===== config.mk =====
export PLATFORM = sky130hd
export DESIGN_NAME = unidade_mul_div_cdb_flat
export DESIGN_NICKNAME = d
export VERILOG_FILES = /design/src/rtl/tomasulo_pkg.sv /design/src/rtl/unidade_mul_div_cdb_if.sv /design/src/rtl/unidade_mul_div_cdb_divisor_serial.sv /design/src/rtl/unidade_mul_div_cdb.sv /design/src/flat_wrapper.sv
export SDC_FILE = /design/constraint.sdc
export NUM_CORES = 1
export LEC_CHECK = 0
export ABC_AREA = 1
export CORE_MARGIN = 2
export CORE_UTILIZATION = 65
export DETAILED_ROUTE_END_ITERATION = 16
export PLACE_DENSITY = 0.87
export SYNTH_ARGS = -nofsm -noshare
export SYNTH_HDL_FRONTEND = slang
export SYNTH_SLANG_ARGS = --single-unit

===== constraint.sdc =====
create_clock -name clock -period 16.1 [get_ports clock]
set_clock_uncertainty 0.05 [all_clocks]
set_input_delay 3.22 -clock clock [delete_from_list [all_inputs] [get_ports clock]]
set_output_delay 3.22 -clock clock [all_outputs]
set_load 0.02 [all_outputs]

===== src/rtl/tomasulo_pkg.sv =====
// Shared Tomasulo definitions: op encodings, RS tags, mul/div FSM states and the
// datapath widths that the reservation stations and CDB arbiter agree on.
package tomasulo_pkg;

  localparam int DEF_DATA_W = 16;
  localparam int DEF_TAG_W  = 3;

  typedef enum logic {
    OP_MUL = 1'b0,
    OP_DIV = 1'b1
  } op_e;

  localparam logic [DEF_TAG_W-1:0] TAG_MUL1 = 3'b100;
  localparam logic [DEF_TAG_W-1:0] TAG_MUL2 = 3'b101;
  localparam logic [DEF_TAG_W-1:0] TAG_MUL3 = 3'b110;

  typedef enum logic [1:0] {
    ST_IDLE,
    ST_EXEC_MUL,
    ST_EXEC_DIV,
    ST_WAIT_CDB
  } muldiv_state_e;

endpackage


===== src/rtl/unidade_mul_div_cdb_if.sv =====
// Issue bundle from the mul/div reservation stations plus the CDB req/grant pair.
// divZero exists only when MULDIV_DIVZERO_FLAG_EN is defined.
interface unidade_mul_div_cdb_if
  import tomasulo_pkg::*;
#(
  parameter int DATA_W = DEF_DATA_W,
  parameter int TAG_W  = DEF_TAG_W
);
  logic              dadoPronto;
  logic              operation;
  logic [DATA_W-1:0] out0;
  logic [DATA_W-1:0] out1;
  logic [TAG_W-1:0]  nameForCDB;
  logic              cdbGrant;
  logic              cdbReq;
  logic [TAG_W-1:0]  cdbName;
  logic [DATA_W-1:0] cdbData;
  logic              unitBusy;
  logic              iqOverflow;
`ifdef MULDIV_DIVZERO_FLAG_EN
  logic              divZero;
`endif

  modport master (
    output dadoPronto, operation, out0, out1, nameForCDB, cdbGrant,
`ifdef MULDIV_DIVZERO_FLAG_EN
    input  divZero,
`endif
    input  cdbReq, cdbName, cdbData, unitBusy, iqOverflow
  );

  modport slave (
    input  dadoPronto, operation, out0, out1, nameForCDB, cdbGrant,
`ifdef MULDIV_DIVZERO_FLAG_EN
    output divZero,
`endif
    output cdbReq, cdbName, cdbData, unitBusy, iqOverflow
  );
endinterface


===== src/rtl/unidade_mul_div_cdb_divisor_serial.sv =====
// Unsigned restoring divider, one quotient bit per clock, DATA_W steps after start.
// done is high during the cycle whose closing edge performs the final step.
module divisor_serial #(
  parameter int DATA_W = 16
) (
  input  logic              clock,
  input  logic              reset,
  input  logic              start,
  input  logic [DATA_W-1:0] a,
  input  logic [DATA_W-1:0] b,
  output logic              done,
  output logic [DATA_W-1:0] quotient
);
  localparam int STEP_W = $clog2(DATA_W + 1);

  logic [STEP_W-1:0] steps;
  logic [DATA_W-1:0] rem;
  logic [DATA_W-1:0] quo;
  logic [DATA_W-1:0] dvs;
  logic [DATA_W:0]   rem_sh;
  logic [DATA_W:0]   diff;
  logic              ge;

  assign rem_sh = {rem, quo[DATA_W-1]};
  assign diff   = rem_sh - {1'b0, dvs};
  // A zero divisor always "fits", which yields the all-ones quotient.
  assign ge     = (dvs == '0) || !diff[DATA_W];

  always_ff @(posedge clock) begin
    if (reset) begin
      steps <= '0;
      rem   <= '0;
      quo   <= '0;
      dvs   <= '0;
    end else if (start) begin
      steps <= STEP_W'(DATA_W);
      rem   <= '0;
      quo   <= a;
      dvs   <= b;
    end else if (steps != '0) begin
      steps <= steps - STEP_W'(1);
      rem   <= ge ? diff[DATA_W-1:0] : rem_sh[DATA_W-1:0];
      quo   <= {quo[DATA_W-2:0], ge};
    end
  end

  assign done     = (steps == STEP_W'(1));
  assign quotient = quo;
endmodule


===== src/rtl/unidade_mul_div_cdb.sv =====
// Mul/div functional unit: issue queue, single in-flight op, CDB req/grant output.
// Optional divide-by-zero flag output under MULDIV_DIVZERO_FLAG_EN.
//   state       | meaning
//   ST_IDLE     | waiting for a queued op; pops the head when one exists
//   ST_EXEC_MUL | product already captured, counting out the MUL latency
//   ST_EXEC_DIV | serial divider running
//   ST_WAIT_CDB | result held on cdbName/cdbData until granted
module unidade_mul_div_cdb
  import tomasulo_pkg::*;
#(
  parameter int DATA_W   = DEF_DATA_W,
  parameter int TAG_W    = DEF_TAG_W,
  parameter int IQ_DEPTH = 4,
  parameter int MUL_LAT  = 3
) (
  input logic                  clock,
  input logic                  reset,
  unidade_mul_div_cdb_if.slave bus
);
  localparam int PTR_W = $clog2(IQ_DEPTH);
  localparam int CNT_W = (MUL_LAT > 1) ? $clog2(MUL_LAT) : 1;

  typedef struct packed {
    op_e               op;
    logic [TAG_W-1:0]  tag;
    logic [DATA_W-1:0] a;
    logic [DATA_W-1:0] b;
  } iq_entry_t;

  iq_entry_t         iq_mem [IQ_DEPTH];
  logic [PTR_W-1:0]  wr_ptr;
  logic [PTR_W-1:0]  rd_ptr;
  logic [PTR_W:0]    iq_count;
  logic              iq_full;
  logic              iq_overflow;
  logic              push;
  logic              pop;
  iq_entry_t         head;

  muldiv_state_e     state, state_nx;
  logic [CNT_W-1:0]  cnt, cnt_nx;
  op_e               op_q;
  logic [TAG_W-1:0]  tag_q;
  logic [DATA_W-1:0] prod_q;
  logic [DATA_W-1:0] mul_lo;
  logic              div_done;
  logic [DATA_W-1:0] div_quotient;

  assign head    = iq_mem[rd_ptr];
  assign iq_full = (iq_count == (PTR_W+1)'(IQ_DEPTH));
  assign push    = bus.dadoPronto && (!iq_full || pop);
  assign mul_lo  = head.a * head.b;

  always_ff @(posedge clock) begin
    if (reset) begin
      wr_ptr      <= '0;
      rd_ptr      <= '0;
      iq_count    <= '0;
      iq_overflow <= 1'b0;
    end else begin
      if (push) begin
        iq_mem[wr_ptr] <= '{op: op_e'(bus.operation), tag: bus.nameForCDB,
                            a: bus.out0, b: bus.out1};
        wr_ptr         <= wr_ptr + PTR_W'(1);
      end
      if (pop) rd_ptr <= rd_ptr + PTR_W'(1);
      if (push && !pop)      iq_count <= iq_count + (PTR_W+1)'(1);
      else if (pop && !push) iq_count <= iq_count - (PTR_W+1)'(1);
      if (bus.dadoPronto && !push) iq_overflow <= 1'b1;
    end
  end

  divisor_serial #(.DATA_W(DATA_W)) u_div (
    .clock    (clock),
    .reset    (reset),
    .start    (pop && (head.op == OP_DIV)),
    .a        (head.a),
    .b        (head.b),
    .done     (div_done),
    .quotient (div_quotient)
  );

  always_ff @(posedge clock) begin
    if (reset) begin
      state  <= ST_IDLE;
      cnt    <= '0;
      op_q   <= OP_MUL;
      tag_q  <= '0;
      prod_q <= '0;
    end else begin
      state <= state_nx;
      cnt   <= cnt_nx;
      if (pop) begin
        op_q   <= head.op;
        tag_q  <= head.tag;
        prod_q <= mul_lo;
      end
    end
  end

  always_comb begin
    state_nx = state;
    cnt_nx   = cnt;
    pop      = 1'b0;
    unique case (state)
      ST_IDLE: begin
        if (iq_count != '0) begin
          pop = 1'b1;
          if (head.op == OP_DIV) begin
            state_nx = ST_EXEC_DIV;
          end else if (MUL_LAT == 1) begin
            state_nx = ST_WAIT_CDB;
          end else begin
            state_nx = ST_EXEC_MUL;
            cnt_nx   = CNT_W'(MUL_LAT - 1);
          end
        end
      end
      ST_EXEC_MUL: begin
        if (cnt <= CNT_W'(1)) state_nx = ST_WAIT_CDB;
        else                  cnt_nx   = cnt - CNT_W'(1);
      end
      ST_EXEC_DIV: begin
        if (div_done) state_nx = ST_WAIT_CDB;
      end
      ST_WAIT_CDB: begin
        if (bus.cdbGrant) state_nx = ST_IDLE;
      end
      default: state_nx = ST_IDLE;
    endcase
  end

  // Outputs read zero whenever no result is pending.
  assign bus.cdbReq     = (state == ST_WAIT_CDB);
  assign bus.cdbName    = bus.cdbReq ? tag_q : '0;
  assign bus.cdbData    = !bus.cdbReq ? '0 : (op_q == OP_DIV) ? div_quotient : prod_q;
  assign bus.unitBusy   = (iq_count != '0) || (state != ST_IDLE);
  assign bus.iqOverflow = iq_overflow;

`ifdef MULDIV_DIVZERO_FLAG_EN
  logic divz_q;

  always_ff @(posedge clock) begin
    if (reset)    divz_q <= 1'b0;
    else if (pop) divz_q <= (head.op == OP_DIV) && (head.b == '0);
  end

  assign bus.divZero = bus.cdbReq && divz_q;
`endif
endmodule


===== src/flat_wrapper.sv =====
// flat-port wrapper written by rule: the top's interface ports become plain ports
module unidade_mul_div_cdb_flat import tomasulo_pkg::*;
#(
  parameter int DATA_W   = DEF_DATA_W,
  parameter int TAG_W    = DEF_TAG_W,
  parameter int IQ_DEPTH = 4,
  parameter int MUL_LAT  = 3
)
  (clock, reset, bus_dadoPronto, bus_operation, bus_out0, bus_out1, bus_nameForCDB, bus_cdbGrant, bus_cdbReq, bus_cdbName, bus_cdbData, bus_unitBusy, bus_iqOverflow);
  unidade_mul_div_cdb_if #(.DATA_W(DATA_W), .TAG_W(TAG_W)) bus_i ();
  input logic clock;
  input logic reset;
  input wire logic [$bits(bus_i.dadoPronto)-1:0] bus_dadoPronto;
  input wire logic [$bits(bus_i.operation)-1:0] bus_operation;
  input wire logic [$bits(bus_i.out0)-1:0] bus_out0;
  input wire logic [$bits(bus_i.out1)-1:0] bus_out1;
  input wire logic [$bits(bus_i.nameForCDB)-1:0] bus_nameForCDB;
  input wire logic [$bits(bus_i.cdbGrant)-1:0] bus_cdbGrant;
  output wire logic [$bits(bus_i.cdbReq)-1:0] bus_cdbReq;
  output wire logic [$bits(bus_i.cdbName)-1:0] bus_cdbName;
  output wire logic [$bits(bus_i.cdbData)-1:0] bus_cdbData;
  output wire logic [$bits(bus_i.unitBusy)-1:0] bus_unitBusy;
  output wire logic [$bits(bus_i.iqOverflow)-1:0] bus_iqOverflow;
  assign bus_i.dadoPronto = bus_dadoPronto;
  assign bus_i.operation = bus_operation;
  assign bus_i.out0 = bus_out0;
  assign bus_i.out1 = bus_out1;
  assign bus_i.nameForCDB = bus_nameForCDB;
  assign bus_i.cdbGrant = bus_cdbGrant;
  assign bus_cdbReq = bus_i.cdbReq;
  assign bus_cdbName = bus_i.cdbName;
  assign bus_cdbData = bus_i.cdbData;
  assign bus_unitBusy = bus_i.unitBusy;
  assign bus_iqOverflow = bus_i.iqOverflow;
  unidade_mul_div_cdb #(.DATA_W(DATA_W), .TAG_W(TAG_W), .IQ_DEPTH(IQ_DEPTH), .MUL_LAT(MUL_LAT)) u_core (.clock(clock), .reset(reset), .bus(bus_i));
endmodule

==> results.cfg, run 1 <==
[sta]
rsz0062_at_grt = no
finalSetupViolations = 0
fin_crit_ns = 7.17
setup_tns_ns = 0
fmax_mhz = 139
fin_hold_ws_ns = 0.400
slew_headroom_pct = 19.8
hold_viol = 0
final.setup.worst_slack_ns = 8.93
finalCritPeriodShare_pct = 44.5
worst_pin_slew_ns = 1.20
finalMaxSlewViolations = 0

[floorplan]
die_w_um = 154
start_util_pct = 66.6
row_count = 54
core_area_um2 = 22000
die-area_um2 = 23700
pin_count = 62
die_y_um = 154

[worst_setup_path]
crit_type = flip-flop to flip-flop
max_stage_delay_ns = 0.65
cpLargestDelayFamily = adder cells
endpoint_kind = flip-flop
start_kind = flip-flop
critPathBufInv = 6
cp_max_fo = 91
cpMaxStageDelayCell = buf_4
crit_required_ns = 16.46
cp_common_cell = fa_1
cp.arrival_ns = 7.53

[cells_and_area]
multi_input_area_um2 = 7150
final_nets = 1961
drive_above_1_share_pct = 4.40
syn_to_final_growth_pct = 9.83
fillCellCount = 1567
regArea_um2 = 6070
diodes = 0
final_cell_area_um2 = 16100

[worst_hold_path]
worstHoldStart = u_core.bus.iqOverflow
holdCritPathClass = flip-flop to flip-flop

[placed_design]
dp_worst_setup_slack_ns = 9.07
dpl_cell_area_um2 = 15300
port-buffer-count = 61
gp_congestion = 0.942
hpwl_mm = 24.5

[logic_synthesis]
ys_seq_area_share_pct = 41.5
syn-cell-area_um2 = 14600
syn-num-nets = 1929
synth_most_common_cell = nand2_1
synth_common_cells = nand2_1 (389), inv_1 (284), nor2_1 (171)
synth_top_area_share_pct = 29.6
synthArstFlopShare_pct = 0
synthFlopType = edfxtp_1
yosysWarnings = 0
ys_seq_elements = 231
yosysTopAreaCell = edfxtp_1
syn_inst = 1729
yosysUniqueCellTypes = 44
synth.area.top_cells = edfxtp_1 (30%), dfxtp_1 (12%), fa_1 (11%), nand2_1 (10%), inv_1 (7.3%)
synth_edf_count = 144
syn_area_per_cell_um2 = 8.45

[clocking]
cts.sinks = 231
ctsResizeCount = 0
post-cts-setup-buffers = 0
cts_inserted_buffers = 24
ctsHoldBuffers = 0
clockBufferDepth = 3
clkSlewWorstSetupHoldPaths_ns = 0.06
worstSkewPairLatency_ns = 0.54
cts-root-buf = clkbuf_16
htree_levels = 1
cts_tree = yes

[detailed_routing]
drc = 0
detail_route.wl_per_cell_um = 17.0
post_drt_via_cell_ratio = 5.70
vias = 11700
ant_nets = 0
first_pass_iters = 6
initialDrtViolationCount = 1387
drt_wl_total_mm = 34.8

[grt]
overflow = 0
grt_use_total_pct = 29.9
grt_pass1_wl_mm = 57.0
grt_start_max_net_pins = 92
antenna_found_initial = 0
grt_pass1_vias = 11600

[status]
outcome = finished clean

[run]
drv_cap = 0
==> worst min-delay path, stage by stage, from the launching register on <==
cell and delay, ns:
dfxtp_1 0.31, inv_1 0.04, a21oi_1 0.05
==> final cells by class <==
cell class,instances,share of cell area (%)
repair buffers,68,4.13
multi-input cells,1141,44.5
well taps,280,2.18
clock buffers,30,4.01
clock inverters,9,0.452
flip-flops and latches,231,37.8
inverters,295,6.91
==> logic make-up (layout without fill, tap and decap cells) <==
| family | Yosys count | in the layout | synth area share [%] |
|---|---|---|---|
| buffers and inverters | 357 | 402 | 9.81 |
| and+or+nand+nor | 692 | 692 | 19.3 |
| AOI/OAI and AO/OA | 253 | 253 | 9.30 |
| muxes | 1 | 1 | 0.0685 |
| DFF | 231 | 231 | 41.5 |
| xor gates and xnor gates | 35 | 35 | 2.10 |
| adders and majority gates | 160 | 160 | 17.9 |
==> flip-flops by register name, summed over array words and instances, names as in the netlist, named ones only <==
signal                 flops
u_core.iq_mem            144
u_core.bus.iqOverflow      1
u_core.iq_count            3
u_core.u_div.quotient     16
u_core.wr_ptr              2
u_core.op_q                1
u_core.u_div.steps         5
u_core.tag_q               3
u_core.state               2
u_core.u_div.rem          16
u_core.prod_q             16
u_core.u_div.dvs          16
u_core.rd_ptr              2
u_core.cnt                 2
==> cell usage in the layout (no fill, tap or decap), drive strengths merged, types with 7 or more instances in the layout <==
cell and n:
inv 291, a31oi 13, buf 7, fa 82
clkbuf 30, clkinv 11, clkdlybuf4s50 61, a21oi 101
edfxtp 144, xor2 18, dfxtp 87, xnor2 17
ha 78, nor3 13, nand2 403, nor2 172
o21ai 116, nand3 84
==> stage by stage <==
step / util, % / std cells
global route: 73.1 / 2054
finish: 73.1 / 2054
detailed placement: 69.8 / 2015
CTS: 73.1 / 2054
floorplan: - / 1729
global placement: 69.8 / 2015
==> final timing paths <==
check	end	slack (ns)	cells after the start
setup / recovery	u_core.prod_q[14]	8.93	26
hold / removal	u_core.bus.iqOverflow	0.40	2
setup reg to reg	u_core.prod_q[14]	8.93	26
hold reg to reg	u_core.bus.iqOverflow	0.40	2
==> metal layers <==
metal,share of wire [%],GRT usage (%)
met4,3.6,12.0
met2,48,50.5
met1,40,38.5
met3,9.1,5.07
met5,0,0
Power of run 1 is not shown: default switching activity piles up to over one toggle a cycle in this logic, so the estimate is an artifact.
==> run 2, diff against run 1 <==
--- a/config.mk
+++ b/config.mk
@@ -7,9 +7,9 @@
 export LEC_CHECK = 0
 export ABC_AREA = 1
 export CORE_MARGIN = 2
-export CORE_UTILIZATION = 65
+export CORE_UTILIZATION = 62
 export DETAILED_ROUTE_END_ITERATION = 16
-export PLACE_DENSITY = 0.87
+export PLACE_DENSITY = 0.83
 export SYNTH_ARGS = -nofsm -noshare
 export SYNTH_HDL_FRONTEND = slang
 export SYNTH_SLANG_ARGS = --single-unit
==> constraint.sdc (replaced) <==
create_clock -name clock -period 7.5 [get_ports clock]
set_clock_uncertainty 0.05 [all_clocks]
set_input_delay 1.5 -clock clock [delete_from_list [all_inputs] [get_ports clock]]
set_output_delay 1.5 -clock clock [all_outputs]
set_load 0.02 [all_outputs]
==> results.cfg, run 2 (synthesis gave the netlist of run 1 again) <==
[status]
outcome = finished clean

[placed_design]
hpwl_mm = 24.9
gp_congestion = 0.924
port-buffer-count = 61

[worst_setup_path]
crit_type = flip-flop to flip-flop
max_stage_delay_ns = 0.54
cpMaxStageDelayCell = fa_1
crit_required_ns = 7.88
cp.arrival_ns = 6.82
cp_common_cell = fa_1
endpoint_kind = flip-flop
cpLargestDelayFamily = adder cells
start_kind = flip-flop
cp_max_fo = 90
critPathBufInv = 6

[clocking]
htree_levels = 1
clockBufferDepth = 3
cts_inserted_buffers = 25
clkSlewWorstSetupHoldPaths_ns = 0.07
cts.sinks = 231
ctsHoldBuffers = 0
ctsResizeCount = 0
cts-root-buf = clkbuf_16
worstSkewPairLatency_ns = 0.54
cts_tree = yes
post-cts-setup-buffers = 0

[cells_and_area]
final_cell_mix = nand2_1 (389), inv_1 (284), nor2_1 (167)
multi_input_area_um2 = 7150
regMostFlops = u_core.iq_mem
largest_reg_flops = 144
final_common_cell = nand2_1
diodes = 0
fillCellCount = 1843
regArea_um2 = 6070
drive_above_1_share_pct = 5.20
syn_to_final_growth_pct = 11.6
final_nets = 1971

[detailed_routing]
post_drt_via_cell_ratio = 5.61
drc = 0
first_pass_iters = 7
initialDrtViolationCount = 1087
drt_wl_total_mm = 35.1
detail_route.wl_per_cell_um = 16.7
ant_nets = 0
vias = 11800

[run]
drv_cap = 0

[grt]
overflow = 0
antenna_found_initial = 0
grt_pass1_wl_mm = 56.3
grt_pass1_vias = 11600
grt_use_total_pct = 29.1
grt_start_max_net_pins = 91

[sta]
setup_tns_ns = 0
finalSetupViolations = 0
finalCritPeriodShare_pct = 85.9
fin_crit_ns = 6.44
hold_viol = 0
worst_pin_slew_ns = 1.12
finalMaxSlewViolations = 0
slew_headroom_pct = 25.1
fmax_mhz = 155
rsz0062_at_grt = no

[floorplan]
core_area_um2 = 23300
die_y_um = 158
pin_count = 62
die-area_um2 = 24800
row_count = 56
start_util_pct = 62.6
die_w_um = 158

[worst_hold_path]
holdCritPathClass = flip-flop to flip-flop
## run 2: changes by cell type in the layout (fill, tap and decap cells not counted), moves of 2 or more
cell,before,now
buf_4,7,15
bufinv_16,0,3
clkbuf_1,4,2
clkinv_1,6,9
clkinv_2,4,1
clkinv_4,0,5
## run 2: layout make-up
class	instances	area share [%]
multi-input cells	1141	43.8
flip-flops and latches	231	37.2
inverters	295	6.80
repair buffers	77	4.56
clock buffers	28	3.97
well taps	319	2.45
clock inverters	18	1.23
## run 2: worst paths after layout
| check | slack (ns) | from | depth (start not counted) | end |
|---|---|---|---|---|
| setup / recovery | 1.06 | flip-flop | 26 | u_core.prod_q[14] |
| hold / removal | 0.40 | u_core.bus.iqOverflow | 2 | u_core.bus.iqOverflow |
| setup reg to reg | 1.06 | flip-flop | 26 | u_core.prod_q[14] |
| hold reg to reg | 0.40 | u_core.bus.iqOverflow | 2 | u_core.bus.iqOverflow |
## run 2: tightest hold or removal path, delay by kind of cell (launching register included)
| family | cells | cell delay, ns |
|---|---|---|
| buffers and inverters | 1 | 0.04 |
| AO/OA/AOI/OAI | 1 | 0.05 |
| flip-flops | 1 | 0.31 |
## run 2: per-stage QoR
stage	instances	setup slack [ns]	util [%]	hold slack (ns)	instance area, um^2
4_1_cts	2109	1.14	69.9	0.400	16300
5_1_grt	2109	0.682	69.9	0.415	16300
6_report	2109	1.06	69.9	0.399	16300
3_3_place_gp	2063	1.35	66.3	0.387	15500
3_5_place_dp	2063	1.14	66.3	0.391	15500
2_1_floorplan	1729	1.72	-	0.386	14600
## run 2: metal layers
layer  vias up  global-route usage (%)  wire length [um]
li1       5601                       -                 -
met1      5583                    37.4             14100
met2       539                    48.5             16400
met3       110                    5.67              3080
met4         0                    12.0              1480
met5         -                       0                 0
Power of run 2 is left out for the same reason.
==> run 3, diff against run 2 <==
--- a/config.mk
+++ b/config.mk
@@ -6,6 +6,8 @@
 export NUM_CORES = 1
 export LEC_CHECK = 0
 export ABC_AREA = 1
+export ABC_CLOCK_PERIOD_IN_PS = 7500
+export CORE_ASPECT_RATIO = 1.75
 export CORE_MARGIN = 2
 export CORE_UTILIZATION = 62
 export DETAILED_ROUTE_END_ITERATION = 16
==> results.cfg, run 3 (synthesis gave the netlist of run 1 again) <==
[sta]
worst_pin_slew_ns = 1.06
slew_headroom_pct = 28.7
setup_tns_ns = 0
rsz0062_at_grt = no
finalSetupViolations = 0
hold_viol = 0
fmax_mhz = 148
fin_crit_ns = 6.74
finalCritPeriodShare_pct = 89.9
finalMaxSlewViolations = 0

[cells_and_area]
diodes = 0
largest_reg_flops = 144
utilization_pct = 69.3
drive_above_1_share_pct = 4.78
syn_to_final_growth_pct = 10.1
regMostFlops = u_core.iq_mem
final_cell_mix = nand2_1 (389), inv_1 (284), nor2_1 (167)
final_common_cell = nand2_1
final_nets = 1964

[worst_setup_path]
crit_required_ns = 7.91
r2r_cells = 26
crit_type = flip-flop to flip-flop
start_kind = flip-flop
worstSetupEndpoint = u_core.prod_q[15]
cp.arrival_ns = 7.16
cp_max_fo = 58
r2r_end = u_core.prod_q[15]
r2r_setup_slack_ns = 0.76
endpoint_kind = flip-flop

[floorplan]
row_count = 74
start_util_pct = 62.9
pin_count = 62
die_w_um = 120
die-area_um2 = 24900
core_area_um2 = 23200
die_y_um = 207

[detailed_routing]
wl_met1_mm = 12.9
initialDrtViolationCount = 907
met2WireLength_mm = 18.8
first_pass_iters = 6
top_layer = met4
vias = 11500
detail_route.wl_per_cell_um = 16.9
ant_nets = 0
route.met3.wl_mm = 1.60
drt_wl_total_mm = 35.3
post_drt_via_cell_ratio = 5.51
drc = 0

[grt]
grt_use_total_pct = 28.8
grt_pass1_wl_mm = 57.0
overflow = 0
grt_pass1_vias = 11800
antenna_found_initial = 0
grt_start_max_net_pins = 61

[clocking]
clockBufferDepth = 3
cts.sinks = 231
cts_inserted_buffers = 21
ctsHoldBuffers = 0
clkSlewWorstSetupHoldPaths_ns = 0.07
worstSkewPairLatency_ns = 0.52
htree_levels = 1
cts-root-buf = clkbuf_16
post-cts-setup-buffers = 0
ctsResizeCount = 0
cts_tree = yes

[placed_design]
port-buffer-count = 61
gp_congestion = 0.922
hpwl_mm = 26.2

[worst_hold_path]
holdCritPathClass = flip-flop to flip-flop

[run]
drv_cap = 0

[status]
outcome = finished clean
==> run 3: final cells by class <==
type,count,area [um^2]
flip-flops and latches,231,6070
clock inverters,11,109
fillers,1853,7150
clock buffers,27,562
repair buffers,74,721
well taps,304,380
inverters,295,1110
multi-input cells,1141,7150
==> run 3: worst max-delay path, stage by stage (launching register included) <==
cell and delay (ns):
dfxtp_2 0.72, inv_4 0.38, nand2_1 0.14, nand3_1 0.07
and2_1 0.23, inv_1 0.34, nor2_1 0.12, fa_1 0.55
inv_1 0.05, fa_1 0.46, fa_1 0.49, fa_1 0.54
inv_1 0.05, fa_1 0.47, inv_1 0.06, fa_1 0.54
inv_1 0.04, ha_1 0.33, nand2_1 0.10, nor3_1 0.20
nand3_1 0.11, nand4_1 0.13, xor2_1 0.18, inv_1 0.06
nand3_1 0.07, nand2_1 0.06, a21oi_2 0.10
==> run 3: per-stage QoR <==
stage          std cells  setup WS [ns]  area [um^2]  hold slack (ns)
2_1_floorplan       1729           1.72        14600            0.386
4_1_cts             2083          0.776        16100            0.415
5_1_grt             2083          0.249        16100            0.428
3_5_place_dp        2045          0.790        15400            0.405
6_report            2083          0.757        16100            0.417
3_3_place_gp        2045          0.954        15400            0.388
==> run 3: worst min-delay path by stage <==
stage | from | endpoint | depth (start not counted)
global route | u_core.prod_q[0] | u_core.prod_q[0] | 2
floorplan | u_core.rd_ptr[1] | flip-flop | 2
global placement | u_core.bus.iqOverflow | u_core.bus.iqOverflow | 2
detailed placement | u_core.prod_q[0] | u_core.prod_q[0] | 2
CTS | u_core.prod_q[0] | u_core.prod_q[0] | 2
finish | u_core.prod_q[0] | u_core.prod_q[0] | 2
==> run 3: metal layers <==
| layer | GRT usage, % | vias up |
|---|---|---|
| met5 | 0 | - |
| met4 | 15.4 | 0 |
| met3 | 2.89 | 105 |
| met2 | 53.5 | 367 |
| met1 | 31.6 | 5425 |
| li1 | - | 5581 |
Power of run 3 is left out for the same reason.
